[src/rtl/a_rf_sequencer_pkg.sv]
// Shared types and sizes for the A register-file sequencer.
// The CFG state exists only when A_RF_SEQ_CFG_EN is defined.
package a_rf_seq_pkg;
  localparam int RF_SIZE_DEF = 8;
  localparam int PASSES_W    = 4;

  typedef enum logic [2:0] {
    IDLE,
    LOAD,
    FLUSH,
    READ,
    DONE
`ifdef A_RF_SEQ_CFG_EN
    , CFG
`endif
  } state_t;
endpackage

[src/rtl/a_rf_sequencer_if.sv]
// Operand handshake and register-file control bus between the sequencer and the A datapath.
interface a_rf_sequencer_if #(
  parameter int ADDR_W = 3
);
  logic              a_valid;
  logic              a_ready;
  logic              RF_load;
  logic              CEA1;
  logic              CEA2;
  logic [ADDR_W-1:0] A_addr;
  logic              MDR;
  logic              mult_valid;

  modport master (
    input  a_valid,
    output a_ready, RF_load, CEA1, CEA2, A_addr, MDR, mult_valid
  );

  modport slave (
    output a_valid,
    input  a_ready, RF_load, CEA1, CEA2, A_addr, MDR, mult_valid
  );
endinterface

[src/rtl/a_rf_sequencer_cfg_shifter.sv]
// Two-bit serial configuration loader (used only when A_RF_SEQ_CFG_EN is defined):
// shifts cfg_bits out LSB first with an enable that lasts exactly two cycles.
module a_rf_cfg_shifter (
  input  logic       clk,
  input  logic       rst_n,
  input  logic       load,
  input  logic [1:0] bits,
  output logic       cfg_in,
  output logic       cfg_en,
  output logic       last
);
  logic [1:0] sh;
  logic [1:0] en;

  always_ff @(posedge clk or negedge rst_n) begin
    if (!rst_n) begin
      sh <= '0;
      en <= '0;
    end else if (load) begin
      sh <= bits;
      en <= 2'b11;
    end else begin
      sh <= {1'b0, sh[1]};
      en <= {1'b0, en[1]};
    end
  end

  assign cfg_en = en[0];
  assign cfg_in = en[0] & sh[0];
  assign last   = en[0] & ~en[1];
endmodule

[src/rtl/a_rf_sequencer.sv]
// A register-file load/read sequencer: loads N words, then sweeps the read address P times.
// Optional serial configuration load is enabled by defining A_RF_SEQ_CFG_EN.
module a_rf_sequencer
  import a_rf_seq_pkg::*;
#(
  parameter int RF_SIZE     = RF_SIZE_DEF,
  parameter int RF_SIZE_LOG = $clog2(RF_SIZE)
) (
  input  logic                   clk,
  input  logic                   rst_n,
  input  logic                   start,
  input  logic [RF_SIZE_LOG-1:0] load_count,
  input  logic [PASSES_W-1:0]    passes,
  input  logic                   mdr_mode,
  a_rf_sequencer_if.master       dp,
  output logic                   busy,
  output logic                   done,
  output logic                   err,
  input  logic                   cfg_start,
  input  logic [1:0]             cfg_bits,
  output logic                   configuration_input,
  output logic                   configuration_enable
);
  localparam logic [RF_SIZE_LOG-1:0] ONE  = 1;
  localparam logic [RF_SIZE_LOG-1:0] TWO  = 2;
  localparam logic [PASSES_W-1:0]    ONEP = 1;

  state_t                 state;
  logic [RF_SIZE_LOG-1:0] n_r;
  logic [RF_SIZE_LOG-1:0] cnt;
  logic [PASSES_W-1:0]    pass_left;
  logic                   mdr_r;
  logic                   err_r;
  logic                   legal;
  logic                   cfg_go;
  logic                   cfg_last;
  logic [RF_SIZE_LOG-1:0] first_addr;
  logic [RF_SIZE_LOG-1:0] step;

  // Pair mode needs an even word count so every read covers two registers.
  assign legal = (load_count != '0) && (int'(load_count) <= RF_SIZE - 1) &&
                 !(mdr_mode && load_count[0]);
  assign first_addr = mdr_r ? (n_r - ONE) : n_r;
  assign step       = mdr_r ? TWO : ONE;

`ifdef A_RF_SEQ_CFG_EN
  logic cfg_load;
  assign cfg_go   = cfg_start;
  assign cfg_load = (state == IDLE) && cfg_start;

  a_rf_cfg_shifter u_cfg (
    .clk    (clk),
    .rst_n  (rst_n),
    .load   (cfg_load),
    .bits   (cfg_bits),
    .cfg_in (configuration_input),
    .cfg_en (configuration_enable),
    .last   (cfg_last)
  );
`else
  logic unused_cfg;
  assign unused_cfg           = ^{cfg_start, cfg_bits};
  assign cfg_go               = 1'b0;
  assign cfg_last             = 1'b0;
  assign configuration_input  = 1'b0;
  assign configuration_enable = 1'b0;
`endif

  always_ff @(posedge clk or negedge rst_n) begin
    if (!rst_n) begin
      state     <= IDLE;
      n_r       <= '0;
      cnt       <= '0;
      pass_left <= '0;
      mdr_r     <= 1'b0;
      err_r     <= 1'b0;
    end else begin
      err_r <= 1'b0;
      unique case (state)
        IDLE: begin
          if (cfg_go) begin
`ifdef A_RF_SEQ_CFG_EN
            state <= CFG;
`endif
          end else if (start) begin
            if (legal) begin
              n_r       <= load_count;
              mdr_r     <= mdr_mode;
              pass_left <= (passes == '0) ? '0 : passes - ONEP;
              cnt       <= '0;
              state     <= LOAD;
            end else begin
              err_r <= 1'b1;
            end
          end
        end
        LOAD: begin
          if (dp.a_valid) begin
            if (cnt == n_r - ONE) begin
              cnt   <= first_addr;
              state <= FLUSH;
            end else begin
              cnt <= cnt + ONE;
            end
          end
        end
        FLUSH: state <= READ;
        READ: begin
          // Address 1 closes every sweep in both normal and pair mode.
          if (cnt == ONE) begin
            if (pass_left == '0) begin
              cnt   <= '0;
              state <= DONE;
            end else begin
              pass_left <= pass_left - ONEP;
              cnt       <= first_addr;
            end
          end else begin
            cnt <= cnt - step;
          end
        end
        DONE: state <= IDLE;
`ifdef A_RF_SEQ_CFG_EN
        CFG: if (cfg_last) state <= DONE;
`endif
        default: state <= IDLE;
      endcase
    end
  end

  assign dp.a_ready    = (state == LOAD);
  assign dp.RF_load    = ((state == LOAD) && dp.a_valid) || (state == FLUSH);
  assign dp.CEA1       = 1'b0;
  assign dp.CEA2       = 1'b0;
  assign dp.A_addr     = (state == READ) ? cnt : '0;
  assign dp.MDR        = (state == READ) && mdr_r;
  assign dp.mult_valid = (state == READ);
  assign busy          = (state != IDLE);
  assign done          = (state == DONE);
  assign err           = err_r;
endmodule
[src/flat_wrapper.sv]
// flat-port wrapper written by rule: the top's interface ports become plain ports
module a_rf_sequencer_flat import a_rf_seq_pkg::*;
#(
  parameter int RF_SIZE     = RF_SIZE_DEF,
  parameter int RF_SIZE_LOG = $clog2(RF_SIZE)
)
  (clk, rst_n, start, load_count, passes, mdr_mode, busy, done, err, cfg_start, cfg_bits, configuration_input, configuration_enable, dp_a_valid, dp_a_ready, dp_RF_load, dp_CEA1, dp_CEA2, dp_A_addr, dp_MDR, dp_mult_valid);
  a_rf_sequencer_if dp_i ();
  input  logic clk;
  input  logic rst_n;
  input  logic start;
  input  logic [RF_SIZE_LOG-1:0] load_count;
  input  logic [PASSES_W-1:0] passes;
  input  logic mdr_mode;
  output logic busy;
  output logic done;
  output logic err;
  input  logic cfg_start;
  input  logic [1:0] cfg_bits;
  output logic configuration_input;
  output logic configuration_enable;
  input wire logic [$bits(dp_i.a_valid)-1:0] dp_a_valid;
  output wire logic [$bits(dp_i.a_ready)-1:0] dp_a_ready;
  output wire logic [$bits(dp_i.RF_load)-1:0] dp_RF_load;
  output wire logic [$bits(dp_i.CEA1)-1:0] dp_CEA1;
  output wire logic [$bits(dp_i.CEA2)-1:0] dp_CEA2;
  output wire logic [$bits(dp_i.A_addr)-1:0] dp_A_addr;
  output wire logic [$bits(dp_i.MDR)-1:0] dp_MDR;
  output wire logic [$bits(dp_i.mult_valid)-1:0] dp_mult_valid;
  assign dp_i.a_valid = dp_a_valid;
  assign dp_a_ready = dp_i.a_ready;
  assign dp_RF_load = dp_i.RF_load;
  assign dp_CEA1 = dp_i.CEA1;
  assign dp_CEA2 = dp_i.CEA2;
  assign dp_A_addr = dp_i.A_addr;
  assign dp_MDR = dp_i.MDR;
  assign dp_mult_valid = dp_i.mult_valid;
  a_rf_sequencer #(.RF_SIZE(RF_SIZE), .RF_SIZE_LOG(RF_SIZE_LOG)) u_core (.clk(clk), .rst_n(rst_n), .start(start), .load_count(load_count), .passes(passes), .mdr_mode(mdr_mode), .dp(dp_i), .busy(busy), .done(done), .err(err), .cfg_start(cfg_start), .cfg_bits(cfg_bits), .configuration_input(configuration_input), .configuration_enable(configuration_enable));
endmodule
[config.mk]
export PLATFORM = sky130hd
export DESIGN_NAME = a_rf_sequencer_flat
export DESIGN_NICKNAME = d
export VERILOG_FILES = /design/src/rtl/a_rf_sequencer_pkg.sv /design/src/rtl/a_rf_sequencer_if.sv /design/src/rtl/a_rf_sequencer_cfg_shifter.sv /design/src/rtl/a_rf_sequencer.sv /design/src/flat_wrapper.sv
export SDC_FILE = /design/constraint.sdc
export NUM_CORES = 1
export LEC_CHECK = 0
export CAP_MARGIN = 20
export CELL_PAD_IN_SITES_DETAIL_PLACEMENT = 1
export CELL_PAD_IN_SITES_GLOBAL_PLACEMENT = 2
export CORE_MARGIN = 2
export CORE_UTILIZATION = 33
export CTS_BUF_LIST = sky130_fd_sc_hd__clkbuf_8
export CTS_CLUSTER_DIAMETER = 120
export DETAILED_ROUTE_END_ITERATION = 10
export PLACE_DENSITY_LB_ADDON = 0.1
export SETUP_SLACK_MARGIN = 0.5
export SLEW_MARGIN = 20
export SYNTH_ARGS = -nofsm -noshare
export SYNTH_HDL_FRONTEND = slang
export SYNTH_HIERARCHICAL = 1
export SYNTH_SLANG_ARGS = --single-unit
[constraint.sdc]
create_clock -name clk -period 4.6 [get_ports clk]
set_clock_uncertainty 0.15 [all_clocks]
set_input_delay 0.69 -clock clk [delete_from_list [all_inputs] [get_ports clk]]
set_output_delay 0.69 -clock clk [all_outputs]
set_load 0.02 [all_outputs]
# == After elaboration in Yosys (flattened, before gate mapping) ==
# Cells that the tools add are included.
# op_classes
add_sub_neg,5
n_mul,0
n_div,0
order_cmp,0
n_eq_ne,13
shift,0
n_mux,26
n_bitwise,0
n_reduce_logical,17
# ops
operator,count
$mux W3,14
$mux W4,5
$pmux W3 S4,1
$pmux W3 S3,1
$reduce_bool A3 Y1,3
$logic_not A4 Y1,2
$ne A2 B1 Y1 const B,4
$pmux W4 S2,1
$sub A4 B1 Y4 const B,2
$eq A3 B1 Y1 const B,2
$eq A3 B2 Y1 const B,2
$ne A2 B2 Y1 const B,3
$reduce_and A6 Y1,1
$reduce_and A5 Y1,1
$logic_and A1 B1 Y1,4
$reduce_and A4 Y1,1
$add A3 B1 Y3 const B,1
$eq A3 B3 Y1,1
$eq A3 B3 Y1 const B,1
$logic_not A3 Y1,1
$mux W1,3
$reduce_and A3 Y1,1
$sub A3 B1 Y3 const B,1
$sub A3 B3 Y3,1
4 further kinds,4
# totals
regBits,15
latch_bits,0
ram_bits,0
mem_bits_ro,0
input_bits,15
output_inout_bits,14
wordCells,67
n_memories,0

# == Depth between registers and ports, before layout ==
# Gate-level depths: netlist of run 1.
# depth
ltp_word,6
ltp_mapped,8
ltp_nobuf,8

# == Worst setup path after synthesis of run 1 ==
# No wires, ideal clock.
# synth_path
kind,flip-flop to output port
startpoint,register u_core.state[2]
endpoint,output dp_A_addr[0]
t_arrival_ns,1.372
required_time_ns,3.760
slack_ns,2.388
stages_incl_launch_ff,6
n_path_buf,2
path_cell_list,dfrtp_1 nand2b_2 or2_1 buf_6 buf_6 nor2_1
# synth_via
elab_chain_len,2
# synth_lines
item,line_no,source
from (decl),a_rf_sequencer.sv:28,state_t state;
from (signal assigned),a_rf_sequencer.sv:71,state <= IDLE;
from (signal assigned),a_rf_sequencer.sv:91,state <= LOAD;
from (signal assigned),a_rf_sequencer.sv:101,state <= FLUSH;
$eq A3 B2 Y1,a_rf_sequencer.sv:135,assign dp.A_addr = (state == READ) ? cnt : '0;
$mux W3,a_rf_sequencer.sv:135,
to (decl),flat_wrapper.sv:27,output wire logic [$bits(dp_i.A_addr)-1:0] dp_A_addr;
# No other way between the ends.

# == Final worst setup path of run 1 ==
# layout_path
startpoint,register u_core.state[1]
endpoint,output dp_mult_valid
# layout_via
elab_chain_len,1
# layout_lines
item,line_no,source
$eq A3 B2 Y1,a_rf_sequencer.sv:137,assign dp.mult_valid = (state == READ);
to (decl),flat_wrapper.sv:29,output wire logic [$bits(dp_i.mult_valid)-1:0] dp_mult_valid;
# No other way between the ends.

==> results of run 1 <==
-- power by group through the flow --
stage / Sequential, mW / Clock, mW / Combinational, mW
2_1_floorplan: 0.227 / 0 / 0.568
3_3_place_gp: 0.263 / 0 / 0.683
3_5_place_dp: 0.266 / 0 / 0.700
4_1_cts: 0.263 / 0.121 / 0.704
5_1_grt: 0.274 / 0.127 / 0.772
6_report: 0.263 / 0.114 / 0.693
-- metal layers --
metal  vias up  routed length [um]  share of wire (%)
met1       520                1410                 45
met4         0                  20               0.64
met2        18                1570                 51
met3         2                 103                3.3
li1        508                   -                  -
met5         -                   0                  0
-- per-stage QoR --
step | hold slack, ns | power, mW | setup WS, ns | instance area [sq um] | util [%]
global route | 0.416 | 1.17 | 1.33 | 1500 | 41.4
detailed placement | 0.380 | 0.966 | 1.73 | 1460 | 40.1
finish | 0.397 | 1.07 | 1.47 | 1500 | 41.4
global placement | 0.370 | 0.946 | 1.74 | 1460 | 40.1
CTS | 0.397 | 1.09 | 1.45 | 1500 | 41.4
floorplan | 0.244 | 0.795 | 2.39 | 1260 | -
-- cells in the final DEF, fill, tap and decap left out, types with 3 or more instances in the layout --
cell type and n:
a21oi_1 6, clkbuf_8 3, clkdlybuf4s50_1 21, conb_1 4, dfrtp_1 15, ha_1 5, inv_1 14, mux2_2 4
nand2_1 10, nor2_1 13, nor3_1 3, o21ai_0 3, o21ai_1 3, o22a_1 3, o22ai_1 3, xor2_1 3
-- sequential cells by signal, summed over array words and instances (netlist names) --
register,cells
u_core/err,1
u_core/cnt,3
u_core/mdr_r,1
u_core/n_r,3
u_core/state,3
u_core/pass_left,4
-- final cells by class --
type	count	share of cell area, %
multi-input combinational	100	50.1
sequential	15	25.0
timing repair buffer	21	14.0
tap	48	3.99
inverter	15	3.91
clock buffer	3	2.75
clock inverter	1	0.333
-- kinds of logic after synthesis --
group	count (synthesis)	share of synthesized area (%)
other	1	0.301
multiplexers	6	5.23
adder cells (fa/ha/maj)	6	6.63
AND/OR/NAND/NOR	44	21.2
flip-flops	15	30.2
buffers and inverters	23	10.3
AO/OA/AOI/OAI	34	20.9
XOR/XNOR	6	5.33
-- worst min path at each step --
stage | startpoint | end | slack [ns]
2_1_floorplan | rst_n | u_core/cnt[0] | 0.24
3_3_place_gp | u_core/pass_left[1] | u_core/pass_left[1] | 0.37
3_5_place_dp | u_core/pass_left[1] | u_core/pass_left[1] | 0.38
4_1_cts | u_core/pass_left[1] | u_core/pass_left[1] | 0.40
5_1_grt | u_core/n_r[1] | u_core/n_r[1] | 0.42
6_report | u_core/n_r[1] | u_core/n_r[1] | 0.40
==> flow_summary.toml, run 1 <==
[clock_tree]
cts_setup_buffers = 0
worst_skew_pair.late_latency_ns = 0.25
cts_resized = 0
path_clk_slew_ns = 0.07
cts_buffer_depth = 2
clockRootBuffer = "clkbuf_8"
cts_sinks = 15
h-tree-depth = 1
cts.hold.buffers_added = 0
cts_tree = "built"
cts_buffers = 3

[yosys]
yosysMostFrequentCell = "dfrtp_1"
synth_cells = 135
synth-edff-count = 0
synth_area_sq_um = 1240
yosys.area.top_type = "dfrtp_1"
ys.warnings.count = 6
yosys_most_used_dff = "dfrtp_1"
ys_seq_elements = 15
synth_area_leaders = "dfrtp_1 (30%), ha_1 (5.0%), inv_1 (4.2%), nor2_1 (3.9%), mux2_2 (3.6%)"
yosysUniqueCellTypes = 53
synth_top_area_share_pct = 30.2
syn_avg_cell_area_sq_um = 9.22
async_flop_share_pct = 100
synth-seq-area-share_pct = 30.2
netlist_top_cells_count = "dfrtp_1 (15), inv_1 (14), nor2_1 (13)"

[critical_path]
crit_start = "u_core/state[1]"
crit_type = "flop to primary output"
crit_fanout = 14
cp_cell_sequence = "inv_1 > or2_1 > inv_4 > clkdlybuf4s50_1"
ff2ff_path_depth = 6
r2r_start = "u_core/state[1]"
rrSetupSlack_ns = 2.39
worst_r2r_endpoint = "u_core/pass_left[2]"
required_ns = 3.76
crit_family = "buffers and inverters"
crit_end = "dp_mult_valid"
slowest_delay_ns = 0.62
crit_slowest_cell = "clkdlybuf4s50_1"
crit_path_end_kind = "primary output"
critical_path_depth = 4
critPathLaunchType = "flop"
critPathBufInv = 3
worst_ep_arrival_time_ns = 2.29

[floorplan]
rows = 22
dieHeight_um = 65.4
io_pins = 29
die_area_sq_um = 4280
core_sq_um = 3630
fp.dieW_um = 65.4
start_util_pct = 34.3

[timing]
slew_headroom_pct = 50.4
max_freq_mhz = 319
tightest_slew_ns = 0.742
finalCriticalPeriod_ns = 3.13
hold_viol = 0
finalMaxSlewViolations = 0
fin_crit_sh_pct = 68.1
finalSetupViolations = 0
tns_ns = 0
rsz0062_at_grt = "no"

[final_layout]
layout-drive-gt1-share_pct = 15.5
antenna_cells = 0
fillers = 435
regArea_sq_um = 375
layout.cells.non_filler = 203
area_delta_synth_final_pct = 20.8
multiInputGateArea_sq_um = 753
nets = 177

[power]
seq_power_share_pct = 24.6
power.switching_uw = 503
power.clock.fraction_pct = 10.6
power.density_nw_per_um2 = 712
internal_power_uw = 567
ir_drop_v = 0.000245
p_comb_share_pct = 64.8
p_sw_share_pct = 47.0
leakagePower_nw = 0.659

[placement]
dp_hpwl_um = 2400
portBuffers = 21
gp_congestion = 0.722
dpl.cell_count = 199

[route]
initialDrtViolationCount = 48
drtAntennaViolNets = 0
via_count = 1048
wl_um = 3110
viasPerCell = 5.16
post_drt_wl_per_cell_um = 15.3
firstDrtPassIters = 4
drc = 0

[global_route]
use_met1_pct = 20.0
grt_util_met2_pct = 29.2
grt_util_met3_pct = 2.23
antenna_found_initial = 0
track_usage_pct = 16.3
grt_pass1_wl_um = 5330
grt_pass1_vias = 1114
grt_remaining_overflow = 0
busiest_layer = "met2"
grt_max_degree = 16

[min_path]
hold_path.class = "flop to flop"
hold_depth = 1

[run_status]
status = "completed"

[run]
maxCapViolations = 0
Note: power is estimated with default switching activity, not from simulation.
==> run 2: changes to the inputs <==
CORE_UTILIZATION = 31   (was 33)
clock period = 3.01 ns   (was 4.6 ns; I/O delays follow)
==> run 2 against run 1 <==
  * Count of clock-buffer cells in the layout did not move
  * Clock power rose by 50%
  * Critical path depth did not move
  * Non-clock buffer count rose by 1
  * Global-route usage fell by 1.4 points
  * Total power rose by 51%
  * Register-to-register slack got worse by 1.4 ns
  * Worst setup slack got worse by 0.85 ns
  * Sequential power rose by 51%
==> flow_summary.toml, run 2 (synthesis gave the netlist of run 1 again) <==
[run_status]
status = "completed"

[power]
p_comb_share_pct = 64.8
power.density_nw_per_um2 = 1070
seq_power_share_pct = 24.6
leakagePower_nw = 0.679
power.switching_uw = 761
ir_drop_v = 0.000412
power.clock.fraction_pct = 10.6
p_total_mw = 1.61
p_sw_share_pct = 47.2
internal_power_uw = 853

[route]
drc = 0
post_drt_wl_per_cell_um = 15.1
wl_um = 3110
via_count = 1012
viasPerCell = 4.91
firstDrtPassIters = 2
drtAntennaViolNets = 0
initialDrtViolationCount = 41

[timing]
finalMaxSlewViolations = 0
hold_viol = 0
tns_ns = 0
finalCriticalPeriod_ns = 2.39
rsz0062_at_grt = "no"
finalSetupViolations = 0
max_freq_mhz = 419
tightest_slew_ns = 0.788
slew_headroom_pct = 47.3
fin_crit_sh_pct = 79.3

[final_layout]
nets = 178
layout-drive-gt1-share_pct = 17.3
area_delta_synth_final_pct = 21.3
final_util_pct = 38.3
regMostFlops = "u_core/pass_left"
final_cell_mix = "clkdlybuf4s50_1 (15), inv_1 (14), dfrtp_1 (14)"
final_common_cell = "clkdlybuf4s50_1"
antenna_cells = 0
layout.cells.non_filler = 206
final_area_sq_um = 1510
largest_register_ffs = 4

[clock_tree]
path_clk_slew_ns = 0.06
worst_skew_pair.late_latency_ns = 0.25
cts_buffer_depth = 2
cts_buffers = 3
cts_tree = "built"
cts_sinks = 15
cts_setup_buffers = 0
h-tree-depth = 1
cts.hold.buffers_added = 0
clockRootBuffer = "clkbuf_8"

[floorplan]
dieHeight_um = 67.4
start_util_pct = 31.6
die_area_sq_um = 4540
fp.dieW_um = 67.4
io_pins = 29
core_sq_um = 3940
rows = 23

[global_route]
antenna_found_initial = 0
grt_remaining_overflow = 0
grt_max_degree = 16
track_usage_pct = 14.9
grt_pass1_wl_um = 4940
grt_pass1_vias = 1057

[critical_path]
critPathLaunchType = "input pin"
ff2ff_path_depth = 8
rrSetupSlack_ns = 0.98
r2r_start = "u_core/cnt[0]"
crit_type = "input pin to primary output"
crit_fanout = 3
worst_ep_arrival_time_ns = 1.79
crit_path_end_kind = "primary output"
crit_end = "dp_RF_load"
required_ns = 2.41
crit_start = "dp_a_valid"
worst_r2r_endpoint = "u_core/cnt[1]"

[placement]
place_area_sq_um = 1470
dpl.cell_count = 202
dp_hpwl_um = 2480
gp_congestion = 0.757
portBuffers = 21

[min_path]
hold_depth = 1
hold_path.class = "flop to flop"

[run]
maxCapViolations = 0
## run 2: changes by cell type in the layout (fill, tap and decap cells not counted), sizes merged
cell           delta
clkdlybuf4s50     -6
dlygate4sd2       +6
buf               +1
## run 2: what timing repair did
action	CTS	global route
setup endpoints to repair	6	0
resized for setup	8	0
hold endpoints to repair	0	0
## run 2: area by class of cell
class,instances,area [sq um]
well taps,50,62.6
clock inverters,1,5.00
repair buffers,22,210
clock buffers,3,41.3
fillers,463,2430
inverters,15,58.8
flip-flops and latches,15,377
multi-input cells,100,756
## run 2: metal layers
metal	GRT usage, %	part of all wire, %	routed length [um]
met1	18.3	47	1470
met2	26.0	49	1540
met3	2.50	2.1	66
met4	5.36	1.1	34
met5	0	0	0
## run 2: power groups by stage
stage,combinational (mW),clock [mW],sequential (mW)
6_report,1.05,0.171,0.397
5_1_grt,1.16,0.191,0.413
4_1_cts,1.07,0.181,0.399
3_5_place_dp,1.08,0,0.401
3_3_place_gp,1.05,0,0.396
2_1_floorplan,0.868,0,0.347
## run 2: worst min-delay path by stage
| stage | start | endpoint | slack (ns) |
|---|---|---|---|
| 2_1_floorplan | rst_n | u_core/cnt[0] | 0.006 |
| 3_3_place_gp | u_core/pass_left[1] | u_core/pass_left[1] | 0.37 |
| 3_5_place_dp | u_core/pass_left[1] | u_core/pass_left[1] | 0.37 |
| 4_1_cts | u_core/pass_left[1] | u_core/pass_left[1] | 0.39 |
| 5_1_grt | u_core/n_r[1] | u_core/n_r[1] | 0.42 |
| 6_report | u_core/pass_left[1] | u_core/pass_left[1] | 0.38 |
## run 2: worst max-delay path, cell delays in order
cell,delay [ns]
clkdlybuf4s50_1,0.50
nand3_1,0.08
a21oi_1,0.13
clkdlybuf4s50_1,0.62
## run 2: through the flow
stage	worst slack, ns	hold slack (ns)
after floorplan	1.04	0.00591
after global placement	0.555	0.372
final	0.622	0.379
after detailed placement	0.543	0.371
after CTS	0.607	0.386
after global routing	0.569	0.425
